`src/rtl/pdp8_pkg.sv`:
```
// pdp8_pkg -- shared definitions for the PDP-8 group-1 operate sequencer.
//   state_e        : sequencer state encoding (IDLE, four event phases, DONE)
//   ROT_*          : opcodes driven onto the external ROTATER
//   IR_*           : bit positions of the group-1 microinstruction fields
//   is_opr1()      : true when an instruction word is a group-1 operate
package pdp8_pkg;

  typedef enum logic [2:0] {
    ST_IDLE = 3'd0,
    ST_CLR  = 3'd1,
    ST_CMP  = 3'd2,
    ST_INC  = 3'd3,
    ST_ROT  = 3'd4,
    ST_DONE = 3'd5
  } state_e;

  localparam logic [2:0] ROT_PASS = 3'b000;
  localparam logic [2:0] ROT_BSW  = 3'b001;
  localparam logic [2:0] ROT_RAL  = 3'b010;
  localparam logic [2:0] ROT_RTL  = 3'b011;
  localparam logic [2:0] ROT_RAR  = 3'b100;
  localparam logic [2:0] ROT_RTR  = 3'b101;

  localparam int IR_CLA   = 7;
  localparam int IR_CLL   = 6;
  localparam int IR_CMA   = 5;
  localparam int IR_CML   = 4;
  localparam int IR_RAR   = 3;
  localparam int IR_RAL   = 2;
  localparam int IR_TWICE = 1;
  localparam int IR_IAC   = 0;

  localparam logic [3:0] OPR1_GROUP = 4'b1110;

  function automatic logic is_opr1(input logic [3:0] ir_hi);
    return ir_hi == OPR1_GROUP;
  endfunction

endpackage

```
`src/rtl/opr1_rotsel.sv`:
```
// opr1_rotsel -- maps the rotate fields of a group-1 instruction to a
// ROTATER opcode and a flag saying whether the ROT phase is needed.
//   rar_i, ral_i, twice_i : IR rotate fields
//   rot_op_o              : ROTATER opcode (ROT_PASS when no rotate)
//   rot_en_o              : high when the ROT phase must run
// Build option OPR1_BSW_EN: when defined, TWICE alone selects byte swap
// (PDP-8/e); otherwise TWICE alone is a no-op (PDP-8/I).
module opr1_rotsel
  import pdp8_pkg::*;
(
  input  logic       rar_i,
  input  logic       ral_i,
  input  logic       twice_i,
  output logic [2:0] rot_op_o,
  output logic       rot_en_o
);

  always_comb begin
    rot_op_o = ROT_PASS;
    case ({rar_i, ral_i, twice_i})
      3'b101:  rot_op_o = ROT_RTR;
      3'b100:  rot_op_o = ROT_RAR;
      3'b011:  rot_op_o = ROT_RTL;
      3'b010:  rot_op_o = ROT_RAL;
`ifdef OPR1_BSW_EN
      3'b001:  rot_op_o = ROT_BSW;
`else
      3'b001:  rot_op_o = ROT_PASS;
`endif
      // RAR and RAL together cancel out: no rotate at all.
      default: rot_op_o = ROT_PASS;
    endcase
    rot_en_o = (rot_op_o != ROT_PASS);
  end

endmodule

```
`src/rtl/opr1_sequencer.sv`:
```
// opr1_sequencer -- multi-cycle sequencer for PDP-8 group-1 operate
// microinstructions. Latches IR/AC/L on START, then runs the enabled
// phases CLR -> CMP -> INC -> ROT (one cycle each) on a private AC/L copy,
// and presents the result with a one-cycle DONE pulse.
//   CLK, RESET_N        : clock, asynchronous active-low reset
//   START, IR, AC_IN, L_IN : request and operand snapshot (sampled in IDLE)
//   AC_OUT, L_OUT       : result, held until the next sequence completes
//   BUSY, DONE, ILLEGAL : status (DONE/ILLEGAL are one-cycle pulses)
//   ROT_OP, ROT_OE, ROT_AI, ROT_LI : drive to the external ROTATER
//   ROT_AO, ROT_LO      : ROTATER result, captured at the end of ROT
// Build option OPR1_BSW_EN (see opr1_rotsel): enables BSW for TWICE alone.
module opr1_sequencer
  import pdp8_pkg::*;
(
  input  logic        CLK,
  input  logic        RESET_N,
  input  logic        START,
  input  logic [11:0] IR,
  input  logic [11:0] AC_IN,
  input  logic        L_IN,
  output logic [11:0] AC_OUT,
  output logic        L_OUT,
  output logic        BUSY,
  output logic        DONE,
  output logic        ILLEGAL,
  output logic [2:0]  ROT_OP,
  output logic        ROT_OE,
  output logic [11:0] ROT_AI,
  output logic        ROT_LI,
  input  logic [11:0] ROT_AO,
  input  logic        ROT_LO
);

  state_e      state_q, state_d;
  logic [7:0]  ir_q, ir_d;
  logic [11:0] ac_q, ac_d;
  logic        l_q, l_d;
  logic [11:0] ac_out_q;
  logic        l_out_q;
  logic        busy_q, done_q, illegal_q, illegal_d, rot_oe_q;
  logic [2:0]  rot_op_q;
  logic        carry;

  // In IDLE the phase enables come straight from the incoming IR so the
  // first phase can be chosen at the accept edge; afterwards from the latch.
  logic [7:0]  ir_sel;
  logic        en_clr, en_cmp, en_inc, en_rot;
  logic [2:0]  rot_op_w;
  state_e      after_idle, after_clr, after_cmp, after_inc;

  assign ir_sel = (state_q == ST_IDLE) ? IR[7:0] : ir_q;
  assign en_clr = ir_sel[IR_CLA] | ir_sel[IR_CLL];
  assign en_cmp = ir_sel[IR_CMA] | ir_sel[IR_CML];
  assign en_inc = ir_sel[IR_IAC];

  opr1_rotsel u_rotsel (
    .rar_i    (ir_sel[IR_RAR]),
    .ral_i    (ir_sel[IR_RAL]),
    .twice_i  (ir_sel[IR_TWICE]),
    .rot_op_o (rot_op_w),
    .rot_en_o (en_rot)
  );

  // Next enabled phase after each position; disabled phases fall through.
  assign after_inc  = en_rot ? ST_ROT : ST_DONE;
  assign after_cmp  = en_inc ? ST_INC : after_inc;
  assign after_clr  = en_cmp ? ST_CMP : after_cmp;
  assign after_idle = en_clr ? ST_CLR : after_clr;

  always_comb begin
    state_d   = state_q;
    ir_d      = ir_q;
    ac_d      = ac_q;
    l_d       = l_q;
    illegal_d = 1'b0;
    carry     = 1'b0;
    case (state_q)
      ST_IDLE: begin
        if (START) begin
          if (is_opr1(IR[11:8])) begin
            ir_d    = IR[7:0];
            ac_d    = AC_IN;
            l_d     = L_IN;
            state_d = after_idle;
          end else begin
            illegal_d = 1'b1;
          end
        end
      end
      ST_CLR: begin
        if (ir_q[IR_CLA]) ac_d = 12'o0000;
        if (ir_q[IR_CLL]) l_d  = 1'b0;
        state_d = after_clr;
      end
      ST_CMP: begin
        if (ir_q[IR_CMA]) ac_d = ~ac_q;
        if (ir_q[IR_CML]) l_d  = ~l_q;
        state_d = after_cmp;
      end
      ST_INC: begin
        {carry, ac_d} = {1'b0, ac_q} + 13'd1;
        l_d     = l_q ^ carry;
        state_d = after_inc;
      end
      ST_ROT: begin
        ac_d    = ROT_AO;
        l_d     = ROT_LO;
        state_d = ST_DONE;
      end
      ST_DONE: state_d = ST_IDLE;
      default: state_d = ST_IDLE;
    endcase
  end

  // Status and rotater controls are registered from the next state so they
  // line up exactly with the cycle the state occupies.
  always_ff @(posedge CLK or negedge RESET_N) begin
    if (!RESET_N) begin
      state_q   <= ST_IDLE;
      ir_q      <= '0;
      ac_q      <= '0;
      l_q       <= 1'b0;
      ac_out_q  <= '0;
      l_out_q   <= 1'b0;
      busy_q    <= 1'b0;
      done_q    <= 1'b0;
      illegal_q <= 1'b0;
      rot_oe_q  <= 1'b0;
      rot_op_q  <= ROT_PASS;
    end else begin
      state_q   <= state_d;
      ir_q      <= ir_d;
      ac_q      <= ac_d;
      l_q       <= l_d;
      illegal_q <= illegal_d;
      busy_q    <= (state_d == ST_CLR) || (state_d == ST_CMP) ||
                   (state_d == ST_INC) || (state_d == ST_ROT);
      done_q    <= (state_d == ST_DONE);
      rot_oe_q  <= (state_d == ST_ROT);
      rot_op_q  <= (state_d == ST_ROT) ? rot_op_w : ROT_PASS;
      if (state_d == ST_DONE && state_q != ST_DONE) begin
        ac_out_q <= ac_d;
        l_out_q  <= l_d;
      end
    end
  end

  assign AC_OUT  = ac_out_q;
  assign L_OUT   = l_out_q;
  assign BUSY    = busy_q;
  assign DONE    = done_q;
  assign ILLEGAL = illegal_q;
  assign ROT_OE  = rot_oe_q;
  assign ROT_OP  = rot_op_q;
  assign ROT_AI  = ac_q;
  assign ROT_LI  = l_q;

endmodule

```
`config.mk`:
```
export PLATFORM = sky130hd
export DESIGN_NAME = opr1_sequencer
export DESIGN_NICKNAME = d
export VERILOG_FILES = /design/src/rtl/pdp8_pkg.sv /design/src/rtl/opr1_rotsel.sv /design/src/rtl/opr1_sequencer.sv
export SDC_FILE = /design/constraint.sdc
export NUM_CORES = 1
export LEC_CHECK = 0
export CAP_MARGIN = 15
export CORE_AREA = 2 2 58 101
export CTS_BUF_LIST = sky130_fd_sc_hd__clkbuf_2
export DETAILED_ROUTE_END_ITERATION = 16
export DIE_AREA = 0 0 60 103
export HOLD_SLACK_MARGIN = 0.03
export PLACE_DENSITY = 0.9
export SLEW_MARGIN = 20
export SYNTH_ARGS = -nofsm -noshare
export SYNTH_HDL_FRONTEND = slang
export SYNTH_SLANG_ARGS = --single-unit
```
`constraint.sdc`:
```
create_clock -name CLK -period 4.42 [get_ports CLK]
set_input_delay 1.105 -clock CLK [delete_from_list [all_inputs] [get_ports CLK]]
set_output_delay 1.105 -clock CLK [all_outputs]
set_load 0.02 [all_outputs]
```
==> results.py <==
metrics = {
    "run_status": {
        "outcome": "completed",
    },
    "routing": {
        "vias": 2470,
        "vias_per_cell": 6.13,
        "post_drt_wl_per_cell_um": 17.3,
        "antenna_left": 0,
        "first_pass_iters": 5,
        "wl_um": 6980,
        "drcViolationCount": 0,
        "drt_iter0_drc": 158,
    },
    "timing": {
        "rsz0062_at_grt": "false",
        "maxSlewViolCount": 0,
        "maxSlewHeadroom": 0.344,
        "fin_worst_skew_ns": 0.0221,
        "fin_setup_tns_ns": 0,
        "setup_violations": 0,
        "fin_crit_sh": 0.725,
        "tightest_slew_ns": 0.984,
        "period_needed_ns": 3.21,
        "fmax_mhz": 312,
        "worst_slack_ns": 1.21,
        "hold_violations": 0,
    },
    "global_routing": {
        "overflow": 0,
        "grt_max_degree": 45,
        "track_usage": 0.238,
        "grt_pass1_wl_um": 11000,
        "antenna_found_initial": 0,
        "grt_pass1_vias": 2399,
    },
    "synth": {
        "synth_top_flop_cell": "dfrtp_1",
        "synth_cells": 260,
        "syn_area_per_cell_um2": 10.1,
        "synth_nets": 302,
        "synth_area_leaders": "dfrtp_1 (42%), mux2_2 (5.5%), mux2_4 (4.6%)",
        "seq_area_frac_synth": 0.417,
        "synth_top_area_cell": "dfrtp_1",
        "synth_warnings": 0,
        "synth_edf_count": 0,
        "synth.top_cell.area_share": 0.417,
        "synthArstFlopShare": 1.00,
        "syn_area_um2": 2640,
        "yosys_register_bits": 44,
        "synth_cell_types": 61,
    },
    "layout": {
        "nFillCells": 461,
        "drive_above_1_share": 0.131,
        "syn2layout_area_growth_pct": 29.6,
        "final_common_cell": "clkdlybuf4s50_1",
        "antennaDiodeCount": 0,
        "mostFrequentLayoutCells": "clkdlybuf4s50_1 (72), dfrtp_1 (44), o21ai_0 (18)",
        "final_nets": 368,
    },
    "setup_path": {
        "start_kind": "primary input",
        "critical_path.max_fanout": 15,
        "endpoint_kind": "register",
        "critPathArrivalTime_ns": 3.52,
        "required_ns": 4.73,
        "critPathKind": "primary input to register",
    },
    "floorplanning": {
        "die_x_um": 60,
        "dieArea_um2": 6180,
        "coreArea_um2": 5450,
        "io_pins": 74,
        "die_y_um": 103,
        "row_count": 36,
        "initial_core_util": 0.484,
    },
    "worst_hold_path": {
        "hold_path.class": "register to register",
    },
    "clock_network": {
        "post_cts_buffers": 0,
        "ctsLongestPathBuffers": 2,
        "cts.sinks": 44,
        "cts_buffers": 5,
        "htreeDepth": 2,
        "cts_tree": "built",
        "clk_latency_ns": 0.42,
        "clkSlewWorstSetupHoldPaths_ns": 0.19,
        "cts_root_buffer": "clkbuf_2",
        "cts.repair.resized": 0,
        "cts.hold.buffers_added": 0,
    },
    "power_and_ir_drop": {
        "vdd_drop_max_uv": 371,
        "power_density_nw_per_um2": 651,
        "p_leak_nw": 1.43,
    },
    "place": {
        "dp_hpwl_um": 5230,
        "gp_congestion": 0.929,
        "post-place-ws_ns": 0.770,
        "io_buffers": 73,
    },
    "flow_run": {
        "max_cap_violations": 0,
    },
}
registers in the layout, indices dropped and copies added, names as in the netlist:
register  flops
ROT_LI        1
AC_OUT       12
ir_q          8
BUSY          1
L_OUT         1
ROT_OE        1
ROT_OP        3
ILLEGAL       1
DONE          1
ROT_AI       12
state_q       3
worst max-delay path, stage by stage:
cell and delay, ns:
clkdlybuf4s50_1 0.70, a31oi_1 0.37, nor4_2 0.09, o22ai_2 0.83
mux2_2 0.42
report_power, final:
part | total [mW] | internal [mW] | switching [mW]
Combinational | 1.30 | 0.629 | 0.669
Clock | 0.165 | 0.0355 | 0.129
Sequential | 0.763 | 0.566 | 0.198
Total | 2.23 | 1.23 | 0.996
final cells by class:
cell class	count	area [um^2]	share of cell area
Timing Repair Buffer	77	756	0.221
Sequential cell	44	1100	0.322
Tap cell	76	95.1	0.0278
Multi-Input combinational cell	189	1400	0.408
Inverter	9	33.8	0.00988
Clock inverter	3	13.8	0.00402
Clock buffer	5	25.0	0.00732
synth_stat cells, types with 2 or more instances:
library cell,instances
o21ai_0,18
a211o_1,2
a32oi_1,3
inv_1,9
mux2_2,13
nand3b_1,3
clkbuf_2,2
and3_1,7
nor2_1,10
dfrtp_1,44
a21o_1,2
mux2_4,8
a221o_1,5
a31oi_1,5
nand3_1,14
or3_1,4
o31a_1,2
nand2_1,16
a21oi_1,4
o21bai_1,2
nand4_1,11
nor3_1,10
a22oi_1,2
mux2i_1,2
clkbuf_1,8
buf_6,3
nand2b_1,3
nor4bb_1,3
o211ai_1,2
buf_2,3
xnor2_1,3
nor2b_1,2
a22o_1,7
logic make-up (layout without fill, tap and decap cells):
| group | Yosys count | in the layout | synth area share |
|---|---|---|---|
| xor gates and xnor gates | 4 | 4 | 0.0133 |
| adders and majority gates | 1 | 1 | 0.00474 |
| and+or+nand+nor | 96 | 96 | 0.214 |
| muxes | 23 | 23 | 0.109 |
| buffers and inverters | 27 | 94 | 0.0541 |
| AOI/OAI and AO/OA | 65 | 65 | 0.188 |
| DFF | 44 | 44 | 0.417 |
path summary, 6_finish.rpt:
| kind | from | to | slack [ns] | cells after the start |
|---|---|---|---|---|
| worst max-delay path | START | AC_OUT[0] | 1.21 | 5 |
| worst min-delay path | ir_q[1] | ir_q[1] | 0.53 | 1 |
| worst max register to register | state_q[1] | AC_OUT[5] | 1.25 | 5 |
| worst min register to register | ir_q[1] | ir_q[1] | 0.53 | 1 |
| max in group asynchronous | RESET_N | AC_OUT[0] | 3.02 | 1 |
| min in group asynchronous | RESET_N | AC_OUT[4] | 0.80 | 1 |
layer usage:
layer  routed length (um)  vias to the layer above  track usage
li1                     -                     1119            -
met1                 2430                     1180        0.266
met2                 3880                      142        0.431
met3                  430                       29       0.0364
met4                  237                        0       0.0991
met5                    0                        -            0
through the flow:
| stage | total power [mW] | area (um^2) | cells | hold WS (ns) | utilization |
|---|---|---|---|---|---|
| 2_1_floorplan | 1.60 | 2640 | 260 | 0.480 | - |
| 3_3_place_gp | 2.02 | 3380 | 395 | 0.491 | 0.620 |
| 3_5_place_dp | 2.06 | 3380 | 395 | 0.494 | 0.620 |
| 4_1_cts | 2.22 | 3420 | 403 | 0.538 | 0.627 |
| 5_1_grt | 2.37 | 3420 | 403 | 0.547 | 0.627 |
| 6_report | 2.23 | 3420 | 403 | 0.532 | 0.627 |
Note: power is estimated with default switching activity, not from simulation.
